<file path="src/rtl/alu_pkg.sv">
// rtl/alu_pkg.sv - shared opcodes, FSM states and widths for the ALU command sequencer
package alu_pkg;

  localparam int DATA_W = 4;
  localparam int RES_W  = 5;

  typedef enum logic [1:0] {
    OP_ADD   = 2'b00,
    OP_SUB   = 2'b01,
    OP_NOT_A = 2'b10,
    OP_ROR_B = 2'b11
  } alu_op_e;

  typedef enum logic [1:0] {
    IDLE = 2'b00,
    WAIT = 2'b01,
    CAPT = 2'b10,
    RESP = 2'b11
  } seq_state_e;

  // Only add/sub can leave the 4-bit signed range; the other ops never flag overflow.
  function automatic logic is_arith_op(input logic [1:0] op);
    return (op == OP_ADD) || (op == OP_SUB);
  endfunction

endpackage

</file>
<file path="src/rtl/alu_cmd_fifo.sv">
// rtl/alu_cmd_fifo.sv - parameterised synchronous FIFO buffering ALU commands
module alu_cmd_fifo #(
  parameter int DEPTH = 4,
  parameter int WIDTH = 12
) (
  input  logic                     clk,
  input  logic                     rst_n,
  input  logic                     push,
  input  logic [WIDTH-1:0]         wdata,
  input  logic                     pop,
  output logic [WIDTH-1:0]         rdata,
  output logic                     full,
  output logic                     empty,
  output logic [$clog2(DEPTH):0]   count
);

  localparam int PTR_W = $clog2(DEPTH);

  logic [WIDTH-1:0] mem [DEPTH];
  logic [PTR_W-1:0] wr_ptr;
  logic [PTR_W-1:0] rd_ptr;
  logic             do_push;
  logic             do_pop;

  assign full    = (count == (PTR_W+1)'(DEPTH));
  assign empty   = (count == '0);
  assign do_push = push && !full;
  assign do_pop  = pop && !empty;
  assign rdata   = mem[rd_ptr];

  always_ff @(posedge clk) begin
    if (do_push) begin
      mem[wr_ptr] <= wdata;
    end
  end

  // Pointers wrap naturally because DEPTH is a power of two.
  always_ff @(posedge clk or negedge rst_n) begin
    if (!rst_n) begin
      wr_ptr <= '0;
      rd_ptr <= '0;
      count  <= '0;
    end else begin
      if (do_push) wr_ptr <= wr_ptr + 1'b1;
      if (do_pop)  rd_ptr <= rd_ptr + 1'b1;
      case ({do_push, do_pop})
        2'b10:   count <= count + 1'b1;
        2'b01:   count <= count - 1'b1;
        default: count <= count;
      endcase
    end
  end

endmodule

</file>
<file path="src/rtl/alu_cmd_sequencer.sv">
// rtl/alu_cmd_sequencer.sv - issues buffered commands one at a time to the registered ALU
module alu_cmd_sequencer
  import alu_pkg::*;
#(
  parameter int DEPTH = 4,
  parameter int TAG_W = 2
) (
  input  logic                    clk,
  input  logic                    rst_n,
  input  logic                    cmd_valid,
  output logic                    cmd_ready,
  input  logic [1:0]              cmd_opcode,
  input  logic [DATA_W-1:0]       cmd_a,
  input  logic [DATA_W-1:0]       cmd_b,
  input  logic [TAG_W-1:0]        cmd_tag,
  output logic [1:0]              alu_opcode,
  output logic [DATA_W-1:0]       alu_a,
  output logic [DATA_W-1:0]       alu_b,
  input  logic [RES_W-1:0]        alu_c,
  output logic                    rsp_valid,
  input  logic                    rsp_ready,
  output logic [RES_W-1:0]        rsp_result,
  output logic [TAG_W-1:0]        rsp_tag,
  output logic                    rsp_overflow,
  output logic [$clog2(DEPTH):0]  fifo_count
);

  localparam int ENTRY_W = 2 + 2*DATA_W + TAG_W;

  seq_state_e          state;
  logic [TAG_W-1:0]    cur_tag;
  logic [ENTRY_W-1:0]  head;
  logic                fifo_full;
  logic                fifo_empty;
  logic                fifo_pop;
  logic                cmd_push;
  logic [1:0]          head_op;
  logic [DATA_W-1:0]   head_a;
  logic [DATA_W-1:0]   head_b;
  logic [TAG_W-1:0]    head_tag;

  assign cmd_ready = rst_n && !fifo_full;
  assign cmd_push  = cmd_valid && cmd_ready;
  // Pops happen only from IDLE or on the response handshake, keeping one command in flight.
  assign fifo_pop  = !fifo_empty && ((state == IDLE) || ((state == RESP) && rsp_ready));

  assign {head_op, head_a, head_b, head_tag} = head;

  alu_cmd_fifo #(
    .DEPTH (DEPTH),
    .WIDTH (ENTRY_W)
  ) u_fifo (
    .clk   (clk),
    .rst_n (rst_n),
    .push  (cmd_push),
    .wdata ({cmd_opcode, cmd_a, cmd_b, cmd_tag}),
    .pop   (fifo_pop),
    .rdata (head),
    .full  (fifo_full),
    .empty (fifo_empty),
    .count (fifo_count)
  );

  always_ff @(posedge clk or negedge rst_n) begin
    if (!rst_n) begin
      state        <= IDLE;
      cur_tag      <= '0;
      alu_opcode   <= '0;
      alu_a        <= '0;
      alu_b        <= '0;
      rsp_valid    <= 1'b0;
      rsp_result   <= '0;
      rsp_tag      <= '0;
      rsp_overflow <= 1'b0;
    end else begin
      case (state)
        IDLE: begin
          if (fifo_pop) begin
            alu_opcode <= head_op;
            alu_a      <= head_a;
            alu_b      <= head_b;
            cur_tag    <= head_tag;
            state      <= WAIT;
          end
        end
        WAIT: state <= CAPT;
        CAPT: begin
          rsp_result   <= alu_c;
          rsp_tag      <= cur_tag;
          rsp_overflow <= is_arith_op(alu_opcode) && (alu_c[RES_W-1] != alu_c[RES_W-2]);
          rsp_valid    <= 1'b1;
          state        <= RESP;
        end
        RESP: begin
          if (rsp_ready) begin
            rsp_valid <= 1'b0;
            if (fifo_pop) begin
              alu_opcode <= head_op;
              alu_a      <= head_a;
              alu_b      <= head_b;
              cur_tag    <= head_tag;
              state      <= WAIT;
            end else begin
              state <= IDLE;
            end
          end
        end
        default: state <= IDLE;
      endcase
    end
  end

endmodule
</file>
<file path="config.mk">
export PLATFORM = sky130hd
export DESIGN_NAME = alu_cmd_sequencer
export DESIGN_NICKNAME = d
export VERILOG_FILES = /design/src/rtl/alu_pkg.sv /design/src/rtl/alu_cmd_fifo.sv /design/src/rtl/alu_cmd_sequencer.sv
export SDC_FILE = /design/constraint.sdc
export NUM_CORES = 1
export LEC_CHECK = 0
export CORE_MARGIN = 3
export CORE_UTILIZATION = 49
export CTS_CLUSTER_DIAMETER = 50
export DETAILED_ROUTE_END_ITERATION = 12
export GPL_ROUTABILITY_DRIVEN = 0
export GPL_TIMING_DRIVEN = 0
export PLACE_DENSITY = 0.72
export SLEW_MARGIN = 20
export SYNTH_ARGS = -nofsm -noshare
export SYNTH_HDL_FRONTEND = slang
export SYNTH_HIERARCHICAL = 1
export SYNTH_SLANG_ARGS = --single-unit
</file>
<file path="constraint.sdc">
create_clock -name clk -period 2.2 [get_ports clk]
set_clock_uncertainty 0.05 [all_clocks]
set_input_delay 0.44 -clock clk [delete_from_list [all_inputs] [get_ports clk]]
set_output_delay 0.44 -clock clk [all_outputs]
set_load 0.005 [all_outputs]
</file>
==> results of run 1 <==
synth_stat cells:
library cell  instances
nor2b_1               2
nor3b_2               1
a21oi_1               1
edfxtp_1             48
nor2_2                1
nand2_1               1
dfrtp_1              30
nor2_1                5
mux4_2                8
and2_1                5
clkbuf_1              1
nor3_1                2
mux2i_1               2
fa_1                  1
mux2_4                1
mux4_1                4
nor2b_2               1
inv_1                 9
buf_6                 2
o31a_1                1
ha_1                  9
a221oi_1              1
buf_2                 1
a2bb2oi_1             1
mux2_2               21
o2bb2ai_1             1
xnor2_1               4
buf_12                1
a22oi_1               1
xor2_1                3
flip-flops by register name (all words and copies together), names as in the netlist:
register and count:
rsp_result 5, cur_tag 2, u_fifo/count 3, rsp_overflow 1, state 2, rsp_valid 1
u_fifo/mem 48, alu_b 4, rsp_tag 2, alu_a 4, alu_opcode 2, u_fifo/wr_ptr 2
u_fifo/rd_ptr 2
report_power, final:
group          total (mW)  internal, mW  switching, mW
clock network        1.05         0.527          0.527
logic                2.37          1.43          0.936
registers            2.21          1.97          0.236
repair_timing:
| action | in CTS | in global routing |
|---|---|---|
| setup buffers | 6 | 7 |
| hold buffers | 1 | 0 |
| hold endpoints to repair | 30 | 0 |
| pin swaps | 5 | 7 |
| endpoints found under the setup margin | 51 | 50 |
| gates resized for setup | 9 | 17 |
path summary, 6_finish.rpt:
kind	start	end	slack [ns]
max in group asynchronous	rst_n	u_fifo/count[2]$_DFFE_PN0P_	1.89
setup / recovery	state[1]$_DFFE_PN0P_	u_fifo/count[2]$_DFFE_PN0P_	-0.07
min in group clk	rsp_tag[0]$_DFFE_PN0P_	rsp_tag[0]$_DFFE_PN0P_	0.46
hold reg to reg	rsp_tag[0]$_DFFE_PN0P_	rsp_tag[0]$_DFFE_PN0P_	0.46
hold / removal	rst_n	u_fifo/rd_ptr[1]$_DFFE_PN0P_	0.008
setup reg to reg	state[1]$_DFFE_PN0P_	u_fifo/count[2]$_DFFE_PN0P_	-0.07
critical path, delay by kind of cell, from the launching register on:
kind	cells	cell delay (ns)
flops	1	0.45
simple gates	2	0.27
compound gates	2	0.26
buf+inv	2	0.15
xor+xnor	2	0.35
fa+ha+maj	3	0.65
final cells by class:
cell class                 count  area share (%)
clock buffer                   9           3.024
clock inverter                 7           1.833
buffer                         5           1.252
timing repair buffer          57           13.29
sequential                    78           53.63
tap                           75           2.291
inverter                       9          0.8247
multi-input combinational     77           23.85
cell families (layout without fill, tap and decap cells):
| group | after synthesis | after routing |
|---|---|---|
| adder cells (fa/ha/maj) | 10 | 10 |
| multiplexers | 36 | 36 |
| AND/OR/NAND/NOR | 18 | 18 |
| AO/OA/AOI/OAI | 6 | 6 |
| buffers and inverters | 14 | 87 |
| flip-flops | 78 | 78 |
| XOR/XNOR | 7 | 7 |
layer usage:
layer | part of all wire [%] | wire [µm]
met1 | 40 | 2388
met2 | 52 | 3107
met3 | 4.9 | 293
met4 | 3.0 | 176
met5 | 0 | 0
==> flow_summary_export.csv, run 1 <==
group,metric,value,unit
detailed_routing,drt_iter0_markers,83,
grt,grt_util_met2,29.00,%
layout,final_cell_mix,"48 x edfxtp_1, 41 x clkdlybuf4s50_1, 26 x dfrtp_1",
detailed_routing,wl_per_cell,18.82,µm
clock_tree,cts_sinks,78,
critical_path,worstSetupPathType,"reg -> reg",
detailed_routing,drt-total-wl,5966,µm
yosys,ys_seq_area_share,68.95,%
layout,synthToLayoutAreaGrowth,28.85,%
clock_tree,cts_buffer_depth,2,
layout,fill_cells,417,
die,die_y,86.55,µm
yosys,synth_top_area_share,45.34,%
detailed_routing,drt_drc_violations_left,0,
yosys,yosys_warnings,6,
yosys,synth_xor_area_share,1.928,%
clock_tree,cts_tree,"built",
layout,final_cell_count_no_fill,317,
grt,grt_pass1_vias,1778,
yosys,synth_seq_cells,78,
timing,finalHoldViolCount,0,
yosys,syn-num-nets,200,
yosys,synth_top_family_by_area,"multiplexers",
layout,layout_commonest_cell,"edfxtp_1",
yosys,synth_cells,169,
run_status,violations,"setup timing",
critical_path,cp-start-kind,"flip-flop",
grt,grt_max_degree,31,
job,drv_cap,0,
layout,final_layout_size_suffix_gt1_share,36.36,%
die,rows,28,
detailed_routing,num_vias,1691,
yosys,netlist_area,0.003179,mm²
clock_tree,cts_made_buffers,9,
timing,fmax,439.8,MHz
critical_path,crit_arrival,2.48,ns
power,finalPower,5.629,mW
yosys,avgSynthCellArea,18.81,µm²
timing,setup_ws,-0.07363,ns
hold_path,hold_class,"in -> async",
placement,dp_slack,-0.6925,ns
layout,post-route-util,67.20,%
power,irDropWorstVdd,0.6775,mV
detailed_routing,first_pass_iters,4,
clock_tree,clk_pin_slew,0.08,ns
clock_tree,clockRootBuffer,"clkbuf_8",
yosys,synth_area_leaders,"edfxtp_1 45%, dfrtp_1 24%, mux2_2 7.4%",
layout,final_nets,268,
yosys,synthAdderAreaFrac,4.172,%
die,start_util,52.16,%
die,die_width,86.55,µm
placement,io_buffer_count,43,
die,num_io_pins,44,
timing,finalSetupViolCount,1,
timing,fin_crit,2.274,ns
critical_path,worstPathRequired,2.41,ns
yosys,yosysTopAreaCell,"edfxtp_1",
critical_path,slowest_stage,"dfrtp_1",
yosys,synth_simple_gate_area_share,3.266,%
grt,grt.busiest_layer,"met2",
die,fp.dieArea,0.007491,mm²
placement,hpwl,3792,µm
layout,seqCellArea,0.002197,mm²
critical_path,crit_path_cell_trace,"inv_2, ha_4, a21oi_2, nor2_1, o31a_1, ha_4, inv_2, fa_2, xor2_2, nor2_1, xor2_1",
power,powerDensity,1374,mW/mm²
layout,diodes,0,
yosys,yosysUniqueCellTypes,30,
power,p_leak,1.553,nW
critical_path,worst-path-max-fanout,4,
yosys,synth_compound_area_share,1.495,%
timing,timing.final.crit_share,103.3,%
timing,drv_slew,0,
grt,use_met3,3.897,%
layout,design_area,0.004096,mm²
timing,fin_tns_setup,-0.07363,ns
critical_path,ff2ff_path_depth,11,
clock_tree,h-tree-depth,3,
run_status,status,"finished, violations left",
layout,multi_input_area,977.2,µm²
grt,grt_pass1_wl,9239,µm
clock_tree,clk_latency,0.35,ns
timing,rsz0062_at_grt,"yes",
placement,placed_area,0.003700,mm²
grt,use_met1,20.14,%
grt,antenna_found_initial,0,
timing,tightestPinTransition,0.4611,ns
die,core_area,0.006096,mm²
grt,grt_use_total,17.22,%
placement,dp.cells,287,
critical_path,cp-end-kind,"flip-flop",
grt,grt_overflow,0,
yosys,synthMuxAreaShare,17.51,%
detailed_routing,antenna_left,0,
critical_path,crit_path_max_incr_delay,0.45,ns
timing,hold_slack,0.008114,ns
timing,max_slew_margin,69.26,%
detailed_routing,avgViaCountPerCell,5.334,
(Power assumes the default switching activity.)
==> inputs of run 2 (changes only) <==
- CORE_UTILIZATION: 49 -> 55
- PLACE_DENSITY: 0.72 -> 0.77
- TNS_END_PERCENT: default -> 10
- clock period: 2.2 -> 2.9 ns (I/O delays scaled with it)
==> flow_summary_export.csv, run 2 (synthesis results as in run 1) <==
group,metric,value,unit
clock_tree,clockRootBuffer,"clkbuf_8",
timing,finalSetupViolCount,0,
detailed_routing,drt_iter0_markers,71,
placement,hpwl,3659,µm
critical_path,crit_arrival,2.70,ns
clock_tree,clk_latency,0.34,ns
critical_path,reg2reg_slack,0.52,ns
layout,final_cell_mix,"48 x edfxtp_1, 42 x clkdlybuf4s50_1, 30 x dfrtp_1",
critical_path,cp.depth,11,
grt,use_met1,19.67,%
layout,largest_reg_flops,48,
detailed_routing,drt_drc_violations_left,0,
layout,layout_commonest_cell,"edfxtp_1",
clock_tree,cts_made_buffers,9,
detailed_routing,avgViaCountPerCell,5.353,
grt,antenna_found_initial,0,
grt,grt_pass1_wl,8211,µm
grt,grt_util_met2,30.69,%
timing,fmax,394.1,MHz
grt,grt.busiest_layer,"met2",
clock_tree,cts_buffer_depth,2,
critical_path,cp-end-kind,"flip-flop",
clock_tree,h-tree-depth,3,
timing,hold_slack,0.2281,ns
timing,setup_ws,0.3625,ns
critical_path,path_delay_family,"simple AND/OR/NAND/NOR gates",
critical_path,crit_path_cell_trace,"buf_2, nor2b_1, and2_1, nor2b_2, inv_1, ha_1, inv_1, fa_1, xor2_1, nor2_1, xor2_1",
clock_tree,cts_sinks,78,
job,drv_cap,0,
grt,grt_use_total,17.22,%
layout,final_cell_count_no_fill,300,
power,swShare,29.59,%
clock_tree,cts_tree,"built",
detailed_routing,drt-total-wl,5204,µm
layout,regMostFlops,"u_fifo/mem",
timing,drv_slew,0,
die,rows,27,
run_status,status,"finished, final reports clean",
critical_path,crit_path_max_incr_delay,0.54,ns
layout,diodes,0,
critical_path,cp-start-kind,"input pin",
power,irDropWorstVdd,0.5099,mV
placement,dp.cells,284,
power,p_seq_share,43.0,%
layout,final_layout_size_suffix_gt1_share,22.37,%
timing,rsz0062_at_grt,"no",
timing,fin_crit,2.538,ns
layout,fill_cells,377,
layout,final_nets,254,
critical_path,r2r-end,"u_fifo/count[2]$_DFFE_PN0P_",
detailed_routing,first_pass_iters,4,
critical_path,worstSetupPathType,"in -> reg",
power,p_int,2.714,mW
timing,tightestPinTransition,0.7047,ns
critical_path,ff2ff_path_depth,11,
hold_path,hold_class,"in -> async",
critical_path,worstSetupStartpoint,"rst_n",
grt,grt_max_degree,32,
critical_path,crit_buf_inv,3,
layout,reg.largest.list,"u_fifo/mem (48), rsp_result (5)",
power,p_switching,1.141,mW
detailed_routing,antenna_left,0,
grt,grt_pass1_vias,1722,
grt,grt_overflow,0,
grt,use_met3,3.728,%
critical_path,worst-path-max-fanout,31,
power,p_clk_share,17.6,%
placement,dp_slack,-0.04417,ns
die,start_util,57.38,%
clock_tree,ctsResizeCount,0,
placement,io_buffer_count,43,
die,die_width,82.03,µm
critical_path,worstPathRequired,3.06,ns
detailed_routing,wl_per_cell,17.35,µm
clock_tree,cts_setup_buffers,0,
layout,design_area,0.003859,mm²
critical_path,worstReg2RegStart,"state[0]$_DFFE_PN0P_",
power,powerDensity,999.0,mW/mm²
timing,finalHoldViolCount,0,
critical_path,slowest_stage,"buf_2",
layout,synthToLayoutAreaGrowth,21.37,%
die,fp.dieArea,0.006729,mm²
timing,max_slew_margin,53.02,%
clock_tree,ctsHoldBuffers,0,
die,num_io_pins,44,
power,p_leak,1.446,nW
power,finalPower,3.855,mW
clock_tree,clk_pin_slew,0.08,ns
detailed_routing,num_vias,1606,
timing,timing.final.crit_share,87.50,%
power,p_comb_share,39.4,%
die,core_area,0.005540,mm²
die,die_y,82.03,µm
placement,placed_area,0.003695,mm²
-- run 2: final cells by class --
cell class / instances / area [µm²] / area share, %
sequential: 78 / 2192 / 56.81
inverter: 9 / 33.78 / 0.8755
timing repair buffer: 43 / 425.4 / 11.02
buffer: 5 / 51.30 / 1.329
clock inverter: 6 / 36.28 / 0.9403
tap: 72 / 90.09 / 2.335
multi-input combinational: 77 / 902.1 / 23.38
clock buffer: 10 / 127.6 / 3.307
-- run 2: worst max path at each step --
| stage | end | slack (ns) |
|---|---|---|
| 2_1_floorplan | u_fifo/count[2]$_DFFE_PN0P_ | 0.68 |
| 3_3_place_gp | u_fifo/count[2]$_DFFE_PN0P_ | -0.87 |
| 3_5_place_dp | u_fifo/mem[2][3]$_DFFE_PP_ | -0.04 |
| 4_1_cts | u_fifo/count[2]$_DFFE_PN0P_ | 0.31 |
| 5_1_grt | u_fifo/count[2]$_DFFE_PN0P_ | 0.12 |
| 6_report | u_fifo/count[2]$_DFFE_PN0P_ | 0.36 |
-- run 2: stage by stage --
stage / TNS (ns) / utilization, %
floorplan: 0 / -
global placement: -42.66 / 66.78
detailed placement: -0.9871 / 66.69
CTS: 0 / 69.65
global route: 0 / 69.65
finish: 0 / 69.65
-- run 2: layer usage --
layer  vias to the layer above  part of all wire, %
li1                        738                    -
met1                       827                   39
met2                        34                   55
met3                         7                  4.2
met4                         0                  1.2
met5                         -                    0
-- run 2: power groups by stage --
stage | clock network [mW] | registers [mW] | logic (mW)
3_3_place_gp | 0 | 1.66 | 1.46
4_1_cts | 0.700 | 1.66 | 1.56
2_1_floorplan | 0 | 1.66 | 0.968
3_5_place_dp | 0 | 1.69 | 1.55
6_report | 0.678 | 1.66 | 1.52
5_1_grt | 0.747 | 1.69 | 1.67
-- run 2: worst register-to-register path, delay by kind of cell, from the launching register on --
kind | cells | cell delay [ns]
AND/OR/NAND/NOR | 2 | 0.21
buffers and inverters | 2 | 0.19
XOR/XNOR | 2 | 0.31
AO/OA/AOI/OAI | 2 | 0.30
adder cells (fa/ha/maj) | 3 | 0.83
flip-flops | 1 | 0.40
==> inputs of run 3 (changes only) <==
- clock period: 2.9 -> 3.3 ns (I/O delays scaled with it)
==> results of run 3 <==
Same layout as run 2 (identical final DEF). Status: finished, final reports clean.
Among the figures that moved: setup slack after placement -0.04417 ns -> 0.2758 ns; setup slack after layout 0.3625 ns -> 0.6131 ns; hold slack 0.2281 ns -> 0.3081 ns; end point of the critical path u_fifo/count[2]$_DFFE_PN0P_ -> cmd_ready; register-to-register setup slack 0.52 ns -> 0.92 ns; total power 3.855 mW -> 3.388 mW; worst IR drop on VDD 0.5099 mV -> 0.4481 mV
